### config.mk
export PLATFORM = sky130hd
export DESIGN_NAME = ccu_snoop_sequencer
export DESIGN_NICKNAME = d
export VERILOG_FILES = /design/src/rtl/ccu_snoop_sequencer.sv
export SDC_FILE = /design/constraint.sdc
export NUM_CORES = 1
export LEC_CHECK = 0
export CORE_AREA = 2 2 147 149
export DETAILED_ROUTE_END_ITERATION = 16
export DIE_AREA = 0 0 149 151
export MAX_ROUTING_LAYER = met4
export REMOVE_ABC_BUFFERS = 1
export SLEW_MARGIN = 25
export SYNTH_ARGS = -nofsm -noshare
export SYNTH_HDL_FRONTEND = slang
export SYNTH_SLANG_ARGS = --single-unit
### constraint.sdc
create_clock -name clk_i -period 1.6 [get_ports clk_i]
set_input_delay 0.32 -clock clk_i [delete_from_list [all_inputs] [get_ports clk_i]]
set_output_delay 0.32 -clock clk_i [all_outputs]
set_load 0.01 [all_outputs]
### src/rtl/ccu_snoop_sequencer.sv
// Snoop sequencer: fans one ACE snoop out to every non-initiating master,
// gathers and OR-merges the CR responses, then forwards CD data from the
// lowest-index supplier while draining data from every other supplier.
module ccu_snoop_sequencer #(
  parameter int unsigned NoPorts   = 2,
  parameter int unsigned AddrWidth = 64,
  parameter int unsigned DataWidth = 64,
  // Derived; leave at default.
  parameter int unsigned IdxW      = (NoPorts > 1) ? $clog2(NoPorts) : 1
) (
  input  logic                         clk_i,
  input  logic                         rst_ni,
  // Request side (CCU FSM)
  input  logic                         req_valid_i,
  output logic                         req_ready_o,
  input  logic [AddrWidth-1:0]         req_addr_i,
  input  logic [3:0]                   req_snoop_i,
  input  logic [2:0]                   req_prot_i,
  input  logic [IdxW-1:0]              req_initiator_i,
  // AC channels
  output logic [NoPorts-1:0]           ac_valid_o,
  input  logic [NoPorts-1:0]           ac_ready_i,
  output logic [AddrWidth-1:0]         ac_addr_o,
  output logic [3:0]                   ac_snoop_o,
  output logic [2:0]                   ac_prot_o,
  // CR channels
  input  logic [NoPorts-1:0]           cr_valid_i,
  output logic [NoPorts-1:0]           cr_ready_o,
  input  logic [5*NoPorts-1:0]         cr_resp_i,
  // CD channels
  input  logic [NoPorts-1:0]           cd_valid_i,
  output logic [NoPorts-1:0]           cd_ready_o,
  input  logic [DataWidth*NoPorts-1:0] cd_data_i,
  input  logic [NoPorts-1:0]           cd_last_i,
  // Merged result
  output logic                         res_valid_o,
  input  logic                         res_ready_i,
  output logic [4:0]                   res_resp_o,
  output logic                         res_data_avail_o,
  output logic [IdxW-1:0]              res_data_port_o,
  // Forwarded data
  output logic                         data_valid_o,
  input  logic                         data_ready_i,
  output logic [DataWidth-1:0]         data_o,
  output logic                         data_last_o
);

  typedef enum logic [1:0] {
    S_IDLE  = 2'd0,
    S_SNOOP = 2'd1,
    S_RESP  = 2'd2,
    S_DATA  = 2'd3
  } state_e;

  state_e                 state_q, state_d;
  logic [NoPorts-1:0]     ac_pend_q, ac_pend_d;   // targets still owing an AC handshake
  logic [NoPorts-1:0]     cr_pend_q, cr_pend_d;   // targets still owing a CR response
  logic [NoPorts-1:0]     dtx_q, dtx_d;           // ports that will (still) send CD data
  logic [4:0]             acc_q, acc_d;           // OR of collected CRRESP
  logic [IdxW-1:0]        sup_q, sup_d;           // latched supplier for the DATA phase
  logic [AddrWidth-1:0]   addr_q, addr_d;
  logic [3:0]             snoop_q, snoop_d;
  logic [2:0]             prot_q, prot_d;

  // Lowest set index of a port mask (0 when empty).
  function automatic logic [IdxW-1:0] lowest_idx(input logic [NoPorts-1:0] m);
    lowest_idx = '0;
    for (int i = int'(NoPorts) - 1; i >= 0; i--) begin
      if (m[i]) lowest_idx = IdxW'(i);
    end
  endfunction

  assign ac_addr_o  = addr_q;
  assign ac_snoop_o = snoop_q;
  assign ac_prot_o  = prot_q;

  // Next-state, datapath updates and handshake outputs.
  always_comb begin
    state_d          = state_q;
    ac_pend_d        = ac_pend_q;
    cr_pend_d        = cr_pend_q;
    dtx_d            = dtx_q;
    acc_d            = acc_q;
    sup_d            = sup_q;
    addr_d           = addr_q;
    snoop_d          = snoop_q;
    prot_d           = prot_q;
    req_ready_o      = 1'b0;
    ac_valid_o       = '0;
    cr_ready_o       = '0;
    cd_ready_o       = '0;
    res_valid_o      = 1'b0;
    res_resp_o       = '0;
    res_data_avail_o = 1'b0;
    res_data_port_o  = '0;
    data_valid_o     = 1'b0;
    data_o           = '0;
    data_last_o      = 1'b0;

    unique case (state_q)
      S_IDLE: begin
        req_ready_o = 1'b1;
        if (req_valid_i) begin
          addr_d  = req_addr_i;
          snoop_d = req_snoop_i;
          prot_d  = req_prot_i;
          acc_d   = '0;
          dtx_d   = '0;
          // An out-of-range initiator matches no port, so all are targeted.
          for (int i = 0; i < int'(NoPorts); i++) begin
            ac_pend_d[i] = (32'(req_initiator_i) != 32'(i));
          end
          cr_pend_d = ac_pend_d;
          state_d   = (ac_pend_d == '0) ? S_RESP : S_SNOOP;
        end
      end

      S_SNOOP: begin
        ac_valid_o = ac_pend_q;
        // CR is only accepted once that port's AC is done; this also keeps
        // AC and CR of one port out of the same cycle.
        cr_ready_o = cr_pend_q & ~ac_pend_q;
        ac_pend_d  = ac_pend_q & ~ac_ready_i;
        for (int i = 0; i < int'(NoPorts); i++) begin
          if (cr_ready_o[i] && cr_valid_i[i]) begin
            cr_pend_d[i] = 1'b0;
            acc_d        = acc_d | cr_resp_i[5*i +: 5];
            if (cr_resp_i[5*i]) dtx_d[i] = 1'b1;
          end
        end
        if (cr_pend_d == '0) state_d = S_RESP;
      end

      S_RESP: begin
        res_valid_o      = 1'b1;
        res_resp_o       = acc_q;
        res_data_avail_o = |dtx_q;
        res_data_port_o  = lowest_idx(dtx_q);
        if (res_ready_i) begin
          sup_d   = lowest_idx(dtx_q);
          state_d = (dtx_q != '0) ? S_DATA : S_IDLE;
        end
      end

      S_DATA: begin
        for (int i = 0; i < int'(NoPorts); i++) begin
          if (dtx_q[i]) begin
            if (IdxW'(i) == sup_q) begin
              cd_ready_o[i] = data_ready_i;
              data_valid_o  = cd_valid_i[i];
              data_o        = cd_data_i[DataWidth*i +: DataWidth];
              data_last_o   = cd_last_i[i];
            end else begin
              cd_ready_o[i] = 1'b1;
            end
          end
        end
        dtx_d = dtx_q & ~(cd_ready_o & cd_valid_i & cd_last_i);
        if (dtx_d == '0) state_d = S_IDLE;
      end

      default: state_d = S_IDLE;
    endcase
  end

  // State and datapath registers.
  always_ff @(posedge clk_i or negedge rst_ni) begin
    if (!rst_ni) begin
      state_q   <= S_IDLE;
      ac_pend_q <= '0;
      cr_pend_q <= '0;
      dtx_q     <= '0;
      acc_q     <= '0;
      sup_q     <= '0;
      addr_q    <= '0;
      snoop_q   <= '0;
      prot_q    <= '0;
    end else begin
      state_q   <= state_d;
      ac_pend_q <= ac_pend_d;
      cr_pend_q <= cr_pend_d;
      dtx_q     <= dtx_d;
      acc_q     <= acc_d;
      sup_q     <= sup_d;
      addr_q    <= addr_d;
      snoop_q   <= snoop_d;
      prot_q    <= prot_d;
    end
  end

endmodule

==> run summary <==
Counting the buffers created by CTS gives 9. The max-capacitance violation count is 0. The synthesized design devotes to its leading area cell type 48.6% of total area.

The cell type with the highest aggregate area in the netlist is sky130_fd_sc_hd__dfrtp_1. The tightest hold path in the finished design has a slack of 15.7 ps. For this block, the initial DRC count from the detailed router was 182. On the worst path, the slowest cell contributes a delay of 410 ps. In this run the worst path has a maximum fanout of 4. The most common cell in the synthesized netlist is sky130_fd_sc_hd__nand2_1.

The area of all placed cells without fillers is 11,200 sq um. After detailed routing, the number of remaining DRC violations is 0. STA puts the critical path data required time at 1280 ps. The clock-pin slew on the worst setup and hold paths came out at 70 ps. The mean post-synth cell area is 7.91 sq um.

For this design the ratio of total power to cell area is 1430 nW/um^2. Data on the critical path arrives at its endpoint at 1780 ps. Net switching is 37.5% of the power. The total number of vias is 5,935.

The share of total power dissipated in sequential elements is 25.0%. The critical path goes through nor2b_4, buf_6, buf_4, bufbuf_16, a22oi_2, nor2_1, buf_2. The relative slew slack came out at 68.4%. Row generation in the floorplan step produced 53 rows.

In this run the clock root is driven by a sky130_fd_sc_hd__clkbuf_16. Fill cells in the final layout number 1,889. The maximum buffer depth of the clock tree came out at 2. The internal power consumption came out at 0.0100 W. The count of flip-flops with a built-in enable after synthesis is 0. The worst setup path is captured at an output pin. The latest clock arrival within the worst-skew pair came out at 340 ps. The initial antenna violation count is 4. The final number of max-transition violations came to 0.

The worst path buffer plus inverter count is 4. The number of distinct standard cells referenced by the synthesized netlist is 27. The routed length per instance came out at 19.9 microns. The number of nets at the end of the flow is 1,240.

In the synthesized netlist, the cells that appear most often are sky130_fd_sc_hd__nand2_1, sky130_fd_sc_hd__dfrtp_1, sky130_fd_sc_hd__a22oi_1, sky130_fd_sc_hd__nor2_1, sky130_fd_sc_hd__clkbuf_1. The cell count after synthesis came out at 553. The worst setup skew after layout is 10.2 ps. The worst setup slack after layout came out at -501 ps. The min-delay analysis places its worst path in the category input port to async pin. The number of buffers inserted for hold repair after clock tree synthesis is 0.

Derived from the worst setup path, the maximum achievable clock frequency is 476 MHz. The total clock sinks is 85. Grouping stages by cell kind, the critical path spends the most delay in buffers and inverters. The final critical-path required period is 2100 ps. The initial core utilization is 21.0%. The chip height came out at 151 microns. The number of endpoints failing setup at the final stage came out at 161. The checks that failed: negative setup slack. The setup path with the least slack is of type flop to output pin.

The routability-driven placement congestion ratio is 0.930. The total of flip-flops plus latches after synthesis came out at 85. Setup repair after global routing could not meet its margin everywhere. The number of synthesis warnings came out at 0. Summed over all nets, the switching power comes to 0.00604 W. By area the synthesized netlist is led by sky130_fd_sc_hd__dfrtp_1, sky130_fd_sc_hd__nand2_1, sky130_fd_sc_hd__a22oi_1.

The area of the core came out at 20,800 sq um. The fraction of final layout cells sized beyond drive strength 1 is 42.5%. The main flop type after synthesis is sky130_fd_sc_hd__dfrtp_1. The count of input and output buffers is 374. The clock tree from TritonCTS is built. The final hold violation count was 0. Once detail routing completed, the nets flagged for antenna violations numbered 0. Combinational logic burns 61.5% of the power.

The largest vdd supply drop came out at 0.755 mV. The final wirelength is 25,900 microns. Entering global routing, the biggest net connects 86 pins.

The first-pass detailed-route iteration total came out at 4. The worst setup path is launched from a flop. The post-detailed-placement half-perimeter wirelength came out at 16,900 microns. The via count of the first global-routing pass was 5,996. The I/O pin total is 375. The relative area change from synthesis to final layout came out at 157%.

The share of synthesized area occupied by flip-flops and latches came out at 48.6%. The overall die width came out at 149 microns. Once placement finished, the instance area stood at 8750 sq um.

The final critical path takes up 131% of the cycle. The async set-or-reset flop fraction in the synthesized netlist is 100%. The flow ran to the end, but the final reports show violations. The leftover overflow at the end of global routing is 0. In this run, the clock network consumes 13.6% of the power. Among all stages on the critical path, the largest delay is contributed by sky130_fd_sc_hd__dfrtp_1. The die area is 22,500 sq um. The H-tree was split into 3 levels. The leakage power is 5.51 nW. The total routing resource utilization after global routing came out at 22.0%. The via count normalized by instance count came out at 4.56.

The global-route wire length before repair is 35,900 microns. The cell area that synthesis handed to floorplanning was 4370 sq um. The measured slew at the worst slew-check pin is 474 ps.
layout by cell type, fill, tap and decap left out, types with 3 or more instances in the layout:
| master | n |
|---|---|
| sky130_fd_sc_hd__buf_4 | 49 |
| sky130_fd_sc_hd__a22oi_1 | 6 |
| sky130_fd_sc_hd__nand2b_1 | 3 |
| sky130_fd_sc_hd__o21ai_0 | 3 |
| sky130_fd_sc_hd__dfrtp_1 | 85 |
| sky130_fd_sc_hd__buf_12 | 29 |
| sky130_fd_sc_hd__inv_1 | 3 |
| sky130_fd_sc_hd__and2_4 | 8 |
| sky130_fd_sc_hd__a21oi_1 | 3 |
| sky130_fd_sc_hd__dlygate4sd2_1 | 6 |
| sky130_fd_sc_hd__o21ai_1 | 3 |
| sky130_fd_sc_hd__clkdlybuf4s50_1 | 230 |
| sky130_fd_sc_hd__clkbuf_16 | 12 |
| sky130_fd_sc_hd__buf_6 | 42 |
| sky130_fd_sc_hd__dlymetal6s2s_1 | 56 |
| sky130_fd_sc_hd__nor2_4 | 8 |
| sky130_fd_sc_hd__nand2_4 | 36 |
| sky130_fd_sc_hd__nand2_1 | 117 |
| sky130_fd_sc_hd__nor2_2 | 3 |
| sky130_fd_sc_hd__a22oi_2 | 66 |
| sky130_fd_sc_hd__and3_1 | 3 |
| sky130_fd_sc_hd__buf_2 | 60 |
| sky130_fd_sc_hd__nor2b_4 | 4 |
| sky130_fd_sc_hd__diode_2 | 4 |
| sky130_fd_sc_hd__nand2_2 | 71 |
| sky130_fd_sc_hd__o21ai_2 | 5 |
| sky130_fd_sc_hd__buf_16 | 17 |
| sky130_fd_sc_hd__nor2_1 | 61 |
| sky130_fd_sc_hd__nand2b_4 | 3 |
state kept, by name, summed over array words and instances (netlist names):
name        count
ac_addr_o      64
acc_q           5
ac_snoop_o      4
ac_prot_o       3
ac_pend_q       2
cr_pend_q       2
dtx_q           2
state_q         2
sup_q           1
through the flow:
stage / util (%) / cells / setup slack, ps / setup TNS, ps / total power, W
floorplan: - / 509 / -1890 / -243820 / 0.00613
detailed placement: 42.0 / 1205 / -664 / -33490 / 0.0101
global route: 54.0 / 1301 / -572 / -59580 / 0.0170
global placement: 42.0 / 1205 / -728 / -32440 / 0.0101
finish: 54.0 / 1301 / -501 / -50910 / 0.0161
CTS: 49.9 / 1281 / -503 / -41990 / 0.0149
layout make-up:
class	count	area, sq um	share of cell area, %
tap	275	344	3.06
clock inverter	6	71.3	0.635
timing repair buffer	496	5420	48.2
inverter	3	11.3	0.100
sequential	85	2130	18.9
multi-input combinational	422	3020	26.9
antenna	4	10.0	0.0891
clock buffer	10	239	2.13
final timing paths:
kind                                    start  slack, ps  depth (start not counted)             to
worst max-delay path                    sup_q       -500                          7      data_o[6]
worst min-delay path                   rst_ni         20                          2  ac_addr_o[39]
worst max register to register     state_q[0]       -360                         10  ac_addr_o[37]
worst min register to register  ac_addr_o[59]        480                          2  ac_addr_o[59]
max in group asynchronous              rst_ni       1210                          2   ac_addr_o[4]
min in group clk_i              ac_addr_o[59]        480                          2  ac_addr_o[59]
cells by family (layout without fill, tap and decap cells):
logic type	after synthesis	in the layout	synth area share (%)
and+or+nand+nor	322	323	29.1
AOI/OAI and AO/OA	99	99	16.6
DFF	85	85	48.6
buffers and inverters	47	515	5.61
other	0	4	0
power by group through the flow:
stage	sequential [W]	clock, W	combinational, W
after floorplan	0.00411	0	0.00202
after global placement	0.00369	0	0.00641
after detailed placement	0.00369	0	0.00643
after CTS	0.00371	0.00226	0.00890
after global routing	0.00413	0.00233	0.0105
final	0.00402	0.00219	0.00989
per-layer routing:
| metal | track usage (%) | vias to the layer above | wire, microns | share of wire (%) |
|---|---|---|---|---|
| li1 | - | 2769 | - | - |
| met1 | 23.9 | 2839 | 9290 | 36 |
| met2 | 38.5 | 281 | 13500 | 52 |
| met3 | 6.05 | 46 | 2240 | 8.7 |
| met4 | 8.05 | 0 | 828 | 3.2 |
| met5 | - | - | 0 | 0 |
worst reg2reg max path, cell delays in order (launching register included):
cell	delay (ps)
sky130_fd_sc_hd__dfrtp_1	400
sky130_fd_sc_hd__buf_6	130
sky130_fd_sc_hd__buf_6	100
sky130_fd_sc_hd__buf_6	120
sky130_fd_sc_hd__buf_6	110
sky130_fd_sc_hd__or3b_4	430
sky130_fd_sc_hd__buf_12	170
sky130_fd_sc_hd__buf_12	140
sky130_fd_sc_hd__buf_16	140
sky130_fd_sc_hd__nand2_2	70
sky130_fd_sc_hd__nand2_2	40
what timing repair did:
item	4_1_cts	5_1_grt
setup endpoints to repair	110	189
setup buffers	39	22
gates cloned	24	3
resized for setup	485	231
pin swaps	79	164
Note: power is estimated with default switching activity, not from simulation.
